===== src/rtl/servo_instr_scheduler_if.sv =====
// ----------------------------------------------------------------------------
// servo_instr_scheduler_if
// Dispatch bus between the instruction scheduler and the per-servo PWM
// position registers.
//   cmd_valid   : FIFO head holds a command
//   cmd_servo   : servo index of the FIFO head
//   cmd_pos     : position of the FIFO head
//   servo_ready : per-channel "can accept a position"
//   servo_load  : one-hot load strobe to the addressed, ready channel
// master = scheduler side, slave = servo channel side.
// ----------------------------------------------------------------------------
interface servo_instr_scheduler_if #(
    parameter int SERVO_W = 2,
    parameter int POS_W   = 8
);
    localparam int NUM_SERVOS = 2 ** SERVO_W;

    logic                  cmd_valid;
    logic [SERVO_W-1:0]    cmd_servo;
    logic [POS_W-1:0]      cmd_pos;
    logic [NUM_SERVOS-1:0] servo_ready;
    logic [NUM_SERVOS-1:0] servo_load;

    modport master (
        output cmd_valid, cmd_servo, cmd_pos, servo_load,
        input  servo_ready
    );

    modport slave (
        input  cmd_valid, cmd_servo, cmd_pos, servo_load,
        output servo_ready
    );
endinterface


===== src/rtl/servo_instr_scheduler.sv =====
// ----------------------------------------------------------------------------
// servo_instr_scheduler
// Synchronises the MBED serial data/strobe pins, assembles MSB-first
// instruction frames (servo index followed by position) with an idle timeout
// that recovers framing, queues decoded commands in a first-word-fall-through
// FIFO and dispatches the head to its servo channel via ready/load.
//
// Ports:
//   clk, rst_n   : clock, asynchronous active-low reset
//   enable       : accept incoming bit strobes
//   clear        : synchronous flush of the partial frame and the FIFO
//   set_bit      : MBED data bit (asynchronous)
//   confirm_bit  : MBED bit strobe (asynchronous, rising edge = bit valid)
//   bus          : dispatch bus (cmd_valid/cmd_servo/cmd_pos/servo_ready/
//                  servo_load), master side
//   frame_done   : 1-cycle pulse, frame pushed into the FIFO
//   overflow     : 1-cycle pulse, frame dropped because the FIFO was full
//   timeout_err  : 1-cycle pulse, partial frame discarded after idle timeout
//   parity_err   : 1-cycle pulse, frame failed odd parity (only with
//                  SERVO_INSTR_PARITY_EN)
//   busy         : frame in progress or a command is waiting
//
// Optional feature macro: SERVO_INSTR_PARITY_EN appends an odd-parity bit to
// every frame and adds the parity_err output.
// ----------------------------------------------------------------------------
module servo_instr_scheduler #(
    parameter int SERVO_W     = 2,
    parameter int POS_W       = 8,
    parameter int FIFO_DEPTH  = 4,
    parameter int TIMEOUT     = 65535,
    parameter int SYNC_STAGES = 2
) (
    input  logic clk,
    input  logic rst_n,
    input  logic enable,
    input  logic clear,
    input  logic set_bit,
    input  logic confirm_bit,
    servo_instr_scheduler_if.master bus,
    output logic frame_done,
    output logic overflow,
    output logic timeout_err,
`ifdef SERVO_INSTR_PARITY_EN
    output logic parity_err,
`endif
    output logic busy
);
    localparam int NUM_SERVOS = 2 ** SERVO_W;
    localparam int INSTR_W    = SERVO_W + POS_W;
`ifdef SERVO_INSTR_PARITY_EN
    localparam int FRAME_W    = INSTR_W + 1;
`else
    localparam int FRAME_W    = INSTR_W;
`endif
    localparam int PTR_W      = $clog2(FIFO_DEPTH);
    localparam int CNT_W      = PTR_W + 1;
    localparam int BCNT_W     = $clog2(FRAME_W + 1);
    localparam int TMR_W      = $clog2(TIMEOUT + 1);

    typedef enum logic [1:0] {IDLE, SHIFT, COMMIT} state_e;

    logic [SYNC_STAGES-1:0] set_sync_q,  set_sync_d;
    logic [SYNC_STAGES:0]   conf_sync_q, conf_sync_d;
    logic [SYNC_STAGES:0]   set_chain;
    logic [SYNC_STAGES+1:0] conf_chain;
    logic                   strobe_q, strobe_d, bit_q, bit_d;
    state_e                 state_q, state_d;
    logic [BCNT_W-1:0]      bcnt_q, bcnt_d;
    logic [TMR_W-1:0]       timer_q, timer_d;
    logic [FRAME_W-1:0]     shift_q, shift_d;
    logic [PTR_W-1:0]       rd_ptr_q, rd_ptr_d, wr_ptr_q, wr_ptr_d;
    logic [CNT_W-1:0]       fifo_cnt_q, fifo_cnt_d;
    logic [INSTR_W-1:0]     mem_q [FIFO_DEPTH];
    logic [INSTR_W-1:0]     mem_d [FIFO_DEPTH];
    logic [INSTR_W-1:0]     head, instr;
    logic                   frame_done_q, frame_done_d;
    logic                   overflow_q, overflow_d;
    logic                   timeout_err_q, timeout_err_d;
    logic                   strobe, push, pop, frame_ok;
`ifdef SERVO_INSTR_PARITY_EN
    logic                   parity_err_q, parity_err_d;
`endif

    // The extra conf stage holds the previous synchronised level for edge detect;
    // the top set stage is the synchronised data aligned with it.
    assign set_chain  = {set_sync_q, set_bit};
    assign conf_chain = {conf_sync_q, confirm_bit};

    assign strobe = strobe_q & enable;
    assign instr  = shift_q[FRAME_W-1 -: INSTR_W];
`ifdef SERVO_INSTR_PARITY_EN
    assign frame_ok = ^shift_q;   // odd parity over data plus parity bit
`else
    assign frame_ok = 1'b1;
`endif

    // Head outputs are forced to zero when empty so unwritten storage never leaks out.
    assign head           = mem_q[rd_ptr_q];
    assign bus.cmd_valid  = (fifo_cnt_q != '0);
    assign bus.cmd_servo  = bus.cmd_valid ? head[INSTR_W-1:POS_W] : '0;
    assign bus.cmd_pos    = bus.cmd_valid ? head[POS_W-1:0] : '0;
    assign bus.servo_load = {NUM_SERVOS{bus.cmd_valid}} & bus.servo_ready
                            & (NUM_SERVOS'(1) << bus.cmd_servo);
    assign pop            = |bus.servo_load;

    assign frame_done  = frame_done_q;
    assign overflow    = overflow_q;
    assign timeout_err = timeout_err_q;
`ifdef SERVO_INSTR_PARITY_EN
    assign parity_err  = parity_err_q;
`endif
    assign busy        = (state_q != IDLE) | bus.cmd_valid;

    always_comb begin
        set_sync_d    = set_chain[SYNC_STAGES-1:0];
        conf_sync_d   = conf_chain[SYNC_STAGES:0];
        strobe_d      = conf_chain[SYNC_STAGES] & ~conf_chain[SYNC_STAGES+1];
        bit_d         = set_chain[SYNC_STAGES];
        state_d       = state_q;
        bcnt_d        = bcnt_q;
        timer_d       = timer_q;
        shift_d       = shift_q;
        rd_ptr_d      = rd_ptr_q;
        wr_ptr_d      = wr_ptr_q;
        fifo_cnt_d    = fifo_cnt_q;
        mem_d         = mem_q;
        frame_done_d  = 1'b0;
        overflow_d    = 1'b0;
        timeout_err_d = 1'b0;
`ifdef SERVO_INSTR_PARITY_EN
        parity_err_d  = 1'b0;
`endif
        push          = 1'b0;

        case (state_q)
            SHIFT: begin
                if (strobe) begin
                    shift_d = {shift_q[FRAME_W-2:0], bit_q};
                    bcnt_d  = bcnt_q + BCNT_W'(1);
                    timer_d = TMR_W'(1);   // timer counts clocks since the last strobe
                    if (bcnt_d == BCNT_W'(FRAME_W)) state_d = COMMIT;
                end else if (timer_q + TMR_W'(1) == TMR_W'(TIMEOUT)) begin
                    timeout_err_d = 1'b1;
                    state_d       = IDLE;
                    bcnt_d        = '0;
                    timer_d       = '0;
                end else begin
                    timer_d = timer_q + TMR_W'(1);
                end
            end
            COMMIT: begin
                if (!frame_ok) begin
`ifdef SERVO_INSTR_PARITY_EN
                    parity_err_d = 1'b1;
`endif
                end else if (fifo_cnt_q != CNT_W'(FIFO_DEPTH) || pop) begin
                    push         = 1'b1;
                    frame_done_d = 1'b1;
                end else begin
                    overflow_d   = 1'b1;
                end
                state_d = IDLE;
                bcnt_d  = '0;
                timer_d = '0;
                // A strobe landing on the commit cycle opens the next frame.
                if (strobe) begin
                    shift_d = {shift_q[FRAME_W-2:0], bit_q};
                    bcnt_d  = BCNT_W'(1);
                    timer_d = TMR_W'(1);
                    state_d = SHIFT;
                end
            end
            default: begin
                timer_d = '0;
                if (strobe) begin
                    shift_d = {shift_q[FRAME_W-2:0], bit_q};
                    bcnt_d  = BCNT_W'(1);
                    timer_d = TMR_W'(1);
                    state_d = SHIFT;
                end
            end
        endcase

        // With a full FIFO a simultaneous pop frees rd_ptr's slot, which equals wr_ptr.
        if (push) begin
            mem_d[wr_ptr_q] = instr;
            wr_ptr_d        = wr_ptr_q + PTR_W'(1);
        end
        if (pop) rd_ptr_d = rd_ptr_q + PTR_W'(1);
        fifo_cnt_d = fifo_cnt_q + CNT_W'(push) - CNT_W'(pop);

        if (clear) begin
            state_d       = IDLE;
            bcnt_d        = '0;
            timer_d       = '0;
            rd_ptr_d      = '0;
            wr_ptr_d      = '0;
            fifo_cnt_d    = '0;
            frame_done_d  = 1'b0;
            overflow_d    = 1'b0;
            timeout_err_d = 1'b0;
`ifdef SERVO_INSTR_PARITY_EN
            parity_err_d  = 1'b0;
`endif
        end
    end

    always_ff @(posedge clk or negedge rst_n) begin
        if (!rst_n) begin
            set_sync_q    <= '0;
            conf_sync_q   <= '0;
            strobe_q      <= 1'b0;
            state_q       <= IDLE;
            bcnt_q        <= '0;
            timer_q       <= '0;
            rd_ptr_q      <= '0;
            wr_ptr_q      <= '0;
            fifo_cnt_q    <= '0;
            frame_done_q  <= 1'b0;
            overflow_q    <= 1'b0;
            timeout_err_q <= 1'b0;
`ifdef SERVO_INSTR_PARITY_EN
            parity_err_q  <= 1'b0;
`endif
        end else begin
            set_sync_q    <= set_sync_d;
            conf_sync_q   <= conf_sync_d;
            strobe_q      <= strobe_d;
            state_q       <= state_d;
            bcnt_q        <= bcnt_d;
            timer_q       <= timer_d;
            rd_ptr_q      <= rd_ptr_d;
            wr_ptr_q      <= wr_ptr_d;
            fifo_cnt_q    <= fifo_cnt_d;
            frame_done_q  <= frame_done_d;
            overflow_q    <= overflow_d;
            timeout_err_q <= timeout_err_d;
`ifdef SERVO_INSTR_PARITY_EN
            parity_err_q  <= parity_err_d;
`endif
        end
    end

    // Datapath storage carries no reset; it is only observed once written.
    always_ff @(posedge clk) begin
        bit_q   <= bit_d;
        shift_q <= shift_d;
        mem_q   <= mem_d;
    end
endmodule


===== src/flat_wrapper.sv =====
// flat-port wrapper written by rule: the top's interface ports become plain ports
module servo_instr_scheduler_flat 
#(
    parameter int SERVO_W     = 2,
    parameter int POS_W       = 8,
    parameter int FIFO_DEPTH  = 4,
    parameter int TIMEOUT     = 65535,
    parameter int SYNC_STAGES = 2
)
  (clk, rst_n, enable, clear, set_bit, confirm_bit, frame_done, overflow, timeout_err, busy, bus_cmd_valid, bus_cmd_servo, bus_cmd_pos, bus_servo_load, bus_servo_ready);
  servo_instr_scheduler_if #(.SERVO_W(SERVO_W), .POS_W(POS_W)) bus_i ();
  input  logic clk;
  input  logic rst_n;
  input  logic enable;
  input  logic clear;
  input  logic set_bit;
  input  logic confirm_bit;
  output logic frame_done;
  output logic overflow;
  output logic timeout_err;
  output logic busy;
  output wire logic [$bits(bus_i.cmd_valid)-1:0] bus_cmd_valid;
  output wire logic [$bits(bus_i.cmd_servo)-1:0] bus_cmd_servo;
  output wire logic [$bits(bus_i.cmd_pos)-1:0] bus_cmd_pos;
  output wire logic [$bits(bus_i.servo_load)-1:0] bus_servo_load;
  input wire logic [$bits(bus_i.servo_ready)-1:0] bus_servo_ready;
  assign bus_cmd_valid = bus_i.cmd_valid;
  assign bus_cmd_servo = bus_i.cmd_servo;
  assign bus_cmd_pos = bus_i.cmd_pos;
  assign bus_servo_load = bus_i.servo_load;
  assign bus_i.servo_ready = bus_servo_ready;
  servo_instr_scheduler #(.SERVO_W(SERVO_W), .POS_W(POS_W), .FIFO_DEPTH(FIFO_DEPTH), .TIMEOUT(TIMEOUT), .SYNC_STAGES(SYNC_STAGES)) u_core (.clk(clk), .rst_n(rst_n), .enable(enable), .clear(clear), .set_bit(set_bit), .confirm_bit(confirm_bit), .bus(bus_i), .frame_done(frame_done), .overflow(overflow), .timeout_err(timeout_err), .busy(busy));
endmodule

===== config.mk =====
export PLATFORM = sky130hd
export DESIGN_NAME = servo_instr_scheduler_flat
export DESIGN_NICKNAME = d
export VERILOG_FILES = /design/src/rtl/servo_instr_scheduler_if.sv /design/src/rtl/servo_instr_scheduler.sv /design/src/flat_wrapper.sv
export SDC_FILE = /design/constraint.sdc
export NUM_CORES = 1
export LEC_CHECK = 0
export ABC_AREA = 1
export BUFFER_PORTS_ARGS = -buffer_cell sky130_fd_sc_hd__buf_2
export CAP_MARGIN = 20
export CELL_PAD_IN_SITES_DETAIL_PLACEMENT = 1
export CELL_PAD_IN_SITES_GLOBAL_PLACEMENT = 2
export CORE_MARGIN = 2
export CORE_UTILIZATION = 42
export DETAILED_ROUTE_END_ITERATION = 16
export GPL_TIMING_DRIVEN = 0
export PLACE_DENSITY = 0.82
export SYNTH_ARGS = -nofsm -noshare
export SYNTH_HDL_FRONTEND = slang
export SYNTH_SLANG_ARGS = --single-unit

===== constraint.sdc =====
create_clock -name clk -period 7.24 [get_ports clk]
set_input_delay 0.362 -clock clk [delete_from_list [all_inputs] [get_ports clk]]
set_output_delay 0.362 -clock clk [all_outputs]
set_load 0.02 [all_outputs]

* Word level (Yosys, flattened, before mapping)
Index checks and enable logic that the tools add are counted.
** Word-level totals
- Flip-flop bits (word level) :: 89
- Input port bits :: 10
- Output and inout bits :: 19
- Logic and storage cells :: 94
** Operators by class
- Add/subtract/negate cells :: 6
- Magnitude comparators :: 3
- Equal/unequal tests :: 7
- Shift operators :: 1
- Muxes and demuxes :: 41
- Bitwise gates (word level) :: 8
- Reductions and logical operators :: 10
** Operators by type and width (number)
- $mux W16 :: 4
- $bwmux W40 :: 1
- $mux W10 :: 3
- $bmux W10 S2 :: 1
- $demux W10 S2 :: 1
- $mux W2 :: 10
- $add A16 B1 Y16 const B :: 1
- $eq A16 B16 Y1 const B :: 1
- $mux W4 :: 4
- $mux W1 :: 13
- $and A4 B4 Y4 :: 2
- $mux W8 :: 1
- $pmux W4 S2 :: 1
- $ge A3 B3 Y1 const B :: 2
- $not A2 Y3 :: 2
- $reduce_bool A2 Y1 :: 3
- $add A2 B1 Y2 const B :: 2
- $add A4 B1 Y4 const B :: 1
- $eq A4 B4 Y1 const B :: 1
- $ne A4 B2 Y1 const B :: 1
- $ne A4 B4 Y1 const B :: 1
- $pmux W2 S2 :: 1
- $reduce_bool A4 Y1 :: 1
- $reduce_or A4 Y1 :: 1
- 16 further kinds :: 17

* Longest topological paths before layout
- Depth after elaboration :: 14
- Depth in mapped cells :: 16
- Depth with buffers taken out :: 15

* Least setup slack after synthesis
No wires, ideal clock.
- Path type :: reg-to-reg
- From :: register u_core.rd_ptr_q[0]
- To :: register u_core.fifo_cnt_q[2]
- Setup time :: 0.128 ns
- Arrival :: 2.693 ns
- Required time :: 7.112 ns
- Slack :: 4.419 ns
- Stages on the path, launching flop included :: 17
- Path buffers :: 1
- Clock period less this slack :: 2.821 ns
- Cell sequence :: dfrtp_1 inv_2 buf_6 nand2_1 nand3_1 nand2_1 nor2_1 and3_1 nor2_2 nand2_2 ha_1 inv_1 ha_1 inv_1 fa_1 xor2_1 nor2_1
** Between the ends
- Cells in the longest elaborated chain, start to end :: 14
** Ends and longest elaborated chain
- start, declared :: RTL line servo_instr_scheduler.sv:71 : logic [PTR_W-1:0] rd_ptr_q, rd_ptr_d, wr_ptr_q, wr_ptr_d;
- start signal, assigned :: RTL line servo_instr_scheduler.sv:232 : rd_ptr_q <= rd_ptr_d;
- $not A2 Y3 (not written as such) (*) :: RTL line servo_instr_scheduler.sv:98 : assign head = mem_q[rd_ptr_q];
- $bmux W10 S2 (*) :: RTL line servo_instr_scheduler.sv:98
- $mux W10 (not written as such) (*) (2 in a row) :: RTL line servo_instr_scheduler.sv:98
- $mux W2 (*) :: RTL line servo_instr_scheduler.sv:100 : assign bus.cmd_servo = bus.cmd_valid ? head[INSTR_W-1:POS_W] : '0;
- net bus_cmd_servo[1] :: RTL line flat_wrapper.sv:23 : output wire logic [$bits(bus_i.cmd_servo)-1:0] bus_cmd_servo;
- $shl A1 B2 Y4 (*) :: RTL line servo_instr_scheduler.sv:103 : & (NUM_SERVOS'(1) << bus.cmd_servo);
- $and A4 B4 Y4 (*) :: RTL line servo_instr_scheduler.sv:103
- net bus_servo_load[2] :: RTL line flat_wrapper.sv:25 : output wire logic [$bits(bus_i.servo_load)-1:0] bus_servo_load;
- $reduce_or A4 Y1 (*) :: RTL line servo_instr_scheduler.sv:104 : assign pop = |bus.servo_load;
- $logic_or A1 B1 Y1 :: RTL line servo_instr_scheduler.sv:156 : end else if (fifo_cnt_q != CNT_W'(FIFO_DEPTH) || pop) begin
- $mux W1 :: RTL line servo_instr_scheduler.sv:156
- $mux W1 :: RTL line servo_instr_scheduler.sv:135 : case (state_q)
- $add A3 B1 Y3 :: RTL line servo_instr_scheduler.sv:190 : fifo_cnt_d = fifo_cnt_q + CNT_W'(push) - CNT_W'(pop);
- $sub A3 B1 Y3 (*) :: RTL line servo_instr_scheduler.sv:190
- $mux W3 (*) :: RTL line servo_instr_scheduler.sv:192 : if (clear) begin
- net u_core.fifo_cnt_d[2] :: RTL line servo_instr_scheduler.sv:72 : logic [CNT_W-1:0] fifo_cnt_q, fifo_cnt_d;
- end signal, assigned :: RTL line servo_instr_scheduler.sv:234 : fifo_cnt_q <= fifo_cnt_d;
- end, declared :: RTL line servo_instr_scheduler.sv:72
The timed path passes the listed nets; every way through them passes the cells marked *. The select of a mux whose other input is x is not followed.
A chain may end at the register's enable or synchronous reset.

* Worst setup path in the final report
- From :: register u_core.rd_ptr_q[0]
- To :: output port bus_cmd_pos[2]
** Between the ends
- Cells in the longest elaborated chain, start to end :: 5
** Ends and longest elaborated chain
- $not A2 Y3 (not written as such) :: RTL line servo_instr_scheduler.sv:98
- $bmux W10 S2 :: RTL line servo_instr_scheduler.sv:98
- $mux W10 (not written as such) (2 in a row) :: RTL line servo_instr_scheduler.sv:98
- $mux W8 :: RTL line servo_instr_scheduler.sv:101 : assign bus.cmd_pos = bus.cmd_valid ? head[POS_W-1:0] : '0;
- end, declared :: RTL line flat_wrapper.sv:24 : output wire logic [$bits(bus_i.cmd_pos)-1:0] bus_cmd_pos;
Every way passes these cells. The select of a mux whose other input is x is not followed.

==> results_dict.tcl <==
set metrics [dict create \
    yosys.area_share.simple 0.228 \
    min_period_ns 2.84 \
    syn_area_um2 4030 \
    vdd_ir_drop_max_mv 0.104 \
    finalPower_mw 1.25 \
    synth_top_family_by_area "simple AND/OR/NAND/NOR gates" \
    clkSlewWorstSetupHoldPaths_ns 0.09 \
    start_util 0.434 \
    yosys-top-cells-area "edfxtp_1 37%, dfrtp_1 24%, nor2_1 7.4%" \
    grt_pass1_vias 2963 \
    synth_flop_cell "edfxtp_1" \
    grt_max_degree 39 \
    seq_area_frac_synth 0.614 \
    drv_slew 0 \
    yosysWarnings 0 \
    cp-startpoint "u_core.rd_ptr_q[0]" \
    slowest_stage "clkbuf_1" \
    timing.rr.start "u_core.rd_ptr_q[0]" \
    synth-async-reset-ratio 0.427 \
    power_density_nw_per_um2 278 \
    grt_pass1_wl_mm 14.6 \
    drtIter0Drc 82 \
    hold_path_depth 1 \
    hold_viol_final 0 \
    syn-num-nets 429 \
    antenna_left 0 \
    drive_gt1_frac 0.140 \
    numCtsBuffers 9 \
    worst_setup_path_start_kind "flip-flop" \
    synthTopCellsByCount "79 x nor2_1, 75 x nand2_1, 50 x edfxtp_1, 41 x inv_1, 38 x dfrtp_1" \
    port-buffer-count 27 \
    synth_adder_area_share 0.0454 \
    htreeDepth 3 \
    core_area_um2 9280 \
    die_w_um 102 \
    dieArea_um2 10400 \
    ios 29 \
    path_cells "clkbuf_1 > clkbuf_1 > nor2_1 > nor2_1 > o21ai_0 > a21oi_1 > buf_2" \
    skew_ns 0.0148 \
    antenna_found_initial 0 \
    met2_usage 0.328 \
    synth_top_area_frac 0.373 \
    synth_cells 405 \
    dp.cells 561 \
    synth_xor_area_frac 0.0109 \
    cp-end-kind "output pin" \
    hold_start "set_bit" \
    via_per_inst 4.88 \
    yosysUniqueCellTypes 30 \
    min_path_type "primary input to flip-flop" \
    use_met3 0.0356 \
    slew-limit-headroom 0.299 \
    crit_type "flip-flop to output pin" \
    fin_crit_sh 0.393 \
    antenna_cells 0 \
    synthMuxAreaShare 0 \
    ys_seq_elements 89 \
    path_max_fanout 10 \
    synth_area_per_cell_um2 9.94 \
    synth_compound_area_frac 0.0460 \
    final_nets 468 \
    clock_path_buffers 2 \
    synth_most_common_cell "nor2_1" \
    wl_per_cell_um 15.5 \
    rrSetupSlack_ns 4.41 \
    worstReg2RegEnd "u_core.mem_q[21]" \
    required_ns 6.88 \
    hold_path_end "u_core.set_sync_q[0]" \
    slowest_delay_ns 0.50 \
    wl_mm 8.95 \
    gr-usage-all-layers 0.186 \
    dp_hpwl_mm 6.39 \
    grt-ovfl-total 0 \
    status "finished, final reports clean" \
    max_freq_ghz 0.352 \
    synth_largest_area_cell "edfxtp_1" \
    cts_tree "yes" \
    die_h_um 102 \
    cellLeakagePower_nw 1.87 \
    place_congestion 0.748 \
    arrival_ns 2.48 \
    setup_viol 0 \
    dr.pass1.iters 4 \
    area_growth_pct 11.9 \
    num_vias 2821 \
    stdcell_count 578 \
    rsz0062_at_grt "no" \
    drv_cap 0 \
    drc 0 \
    met1_usage 0.238 \
    final.setup.tns_ns 0 \
    cts_hold_buf 0 \
    cts_setup_buffers 0 \
    cts-root-buf "clkbuf_8" \
    reg2reg_depth 11 \
    row_count 35 \
    synth_edf_count 50 \
    tightest_slew_ns 1.05 \
    clock_latency_ns 0.35 \
    cts_num_sinks 89 \
    ctsResizeCount 0 \
    busiest_layer "met2" \
]
## registers in the layout, indices dropped and copies added (netlist names)
name,cells
u_core.bcnt_q,4
u_core.state_q,2
u_core.rd_ptr_q,2
u_core.wr_ptr_q,2
u_core.timer_q,16
u_core.strobe_q,1
u_core.conf_sync_q,3
u_core.timeout_err,1
u_core.fifo_cnt_q,3
u_core.mem_q,40
u_core.set_sync_q,2
u_core.instr,10
u_core.overflow,1
u_core.frame_done,1
u_core.bit_q,1
## cell type report
type | instances | area (um2)
well taps | 129 | 161
repair buffers | 28 | 146
flip-flops and latches | 89 | 2470
plain buffers | 10 | 63.8
multi-input cells | 264 | 1330
clock buffers | 10 | 128
fillers | 1087 | 4780
clock inverters | 6 | 45.0
inverters | 42 | 158
## cells in the final DEF, fill, tap and decap left out
master	count
a21oi_1	13
o21ai_1	1
nor3_2	2
nand2_2	1
nand2_4	1
buf_2	30
clkbuf_1	5
fa_1	1
inv_1	41
xnor2_1	3
ha_1	13
nor3_1	6
dfxtp_1	1
and3_1	2
clkinv_2	2
clkbuf_8	9
o21ai_0	20
nand2_1	75
inv_2	1
nand3b_1	2
buf_6	4
dfrtp_1	38
o21bai_1	2
xor2_1	2
nand3_2	2
nand3_1	19
clkinv_4	4
nor3b_1	1
nor2_4	1
nand4_1	12
edfxtp_1	50
nor2_1	79
nor2_2	6
## critical path: cells and delay by family (launching register included)
| family | cells | cell delay [ns] |
|---|---|---|
| buffers and inverters | 3 | 1.16 |
| DFF | 1 | 0.46 |
| AOI/OAI and AO/OA | 2 | 0.32 |
| and+or+nand+nor | 2 | 0.19 |
## worst max path at each step
stage                           endpoint  slack (ns)  depth (start not counted)
CTS                      u_core.mem_q[1]        4.29                         11
global placement         u_core.mem_q[4]        4.42                         11
global route            u_core.mem_q[31]        4.07                         11
floorplan           u_core.fifo_cnt_q[2]        4.42                         16
detailed placement       u_core.mem_q[0]        4.33                         11
finish                    bus_cmd_pos[2]        4.40                          7
## power breakdown
group	switching (mW)	internal [mW]
clock network	0.180	0.126
logic	0.249	0.120
registers	0.0216	0.554
total	0.450	0.801
## stage by stage
stage                     hold WS, ns  utilization  worst slack (ns)  area, um2
after global placement          0.327        0.465              4.42       4320
after detailed placement        0.331        0.465              4.33       4320
after global routing           0.0878        0.485              4.07       4510
final                           0.114        0.485              4.40       4510
after CTS                      0.0927        0.484              4.29       4490
after floorplan                0.0664            -              4.42       4030
## logic make-up after synthesis
family,after synthesis
DFF,89
xor gates and xnor gates,5
AOI/OAI and AO/OA,36
and+or+nand+nor,209
adders and majority gates,14
buffers and inverters,52
## metal layers
| metal | share of wire | vias up |
|---|---|---|
| met3 | 0.021 | 6 |
| met2 | 0.53 | 27 |
| li1 | - | 1397 |
| met4 | 0.0089 | 0 |
| met5 | 0 | - |
| met1 | 0.44 | 1391 |
Note: power is estimated with default switching activity, not from simulation.
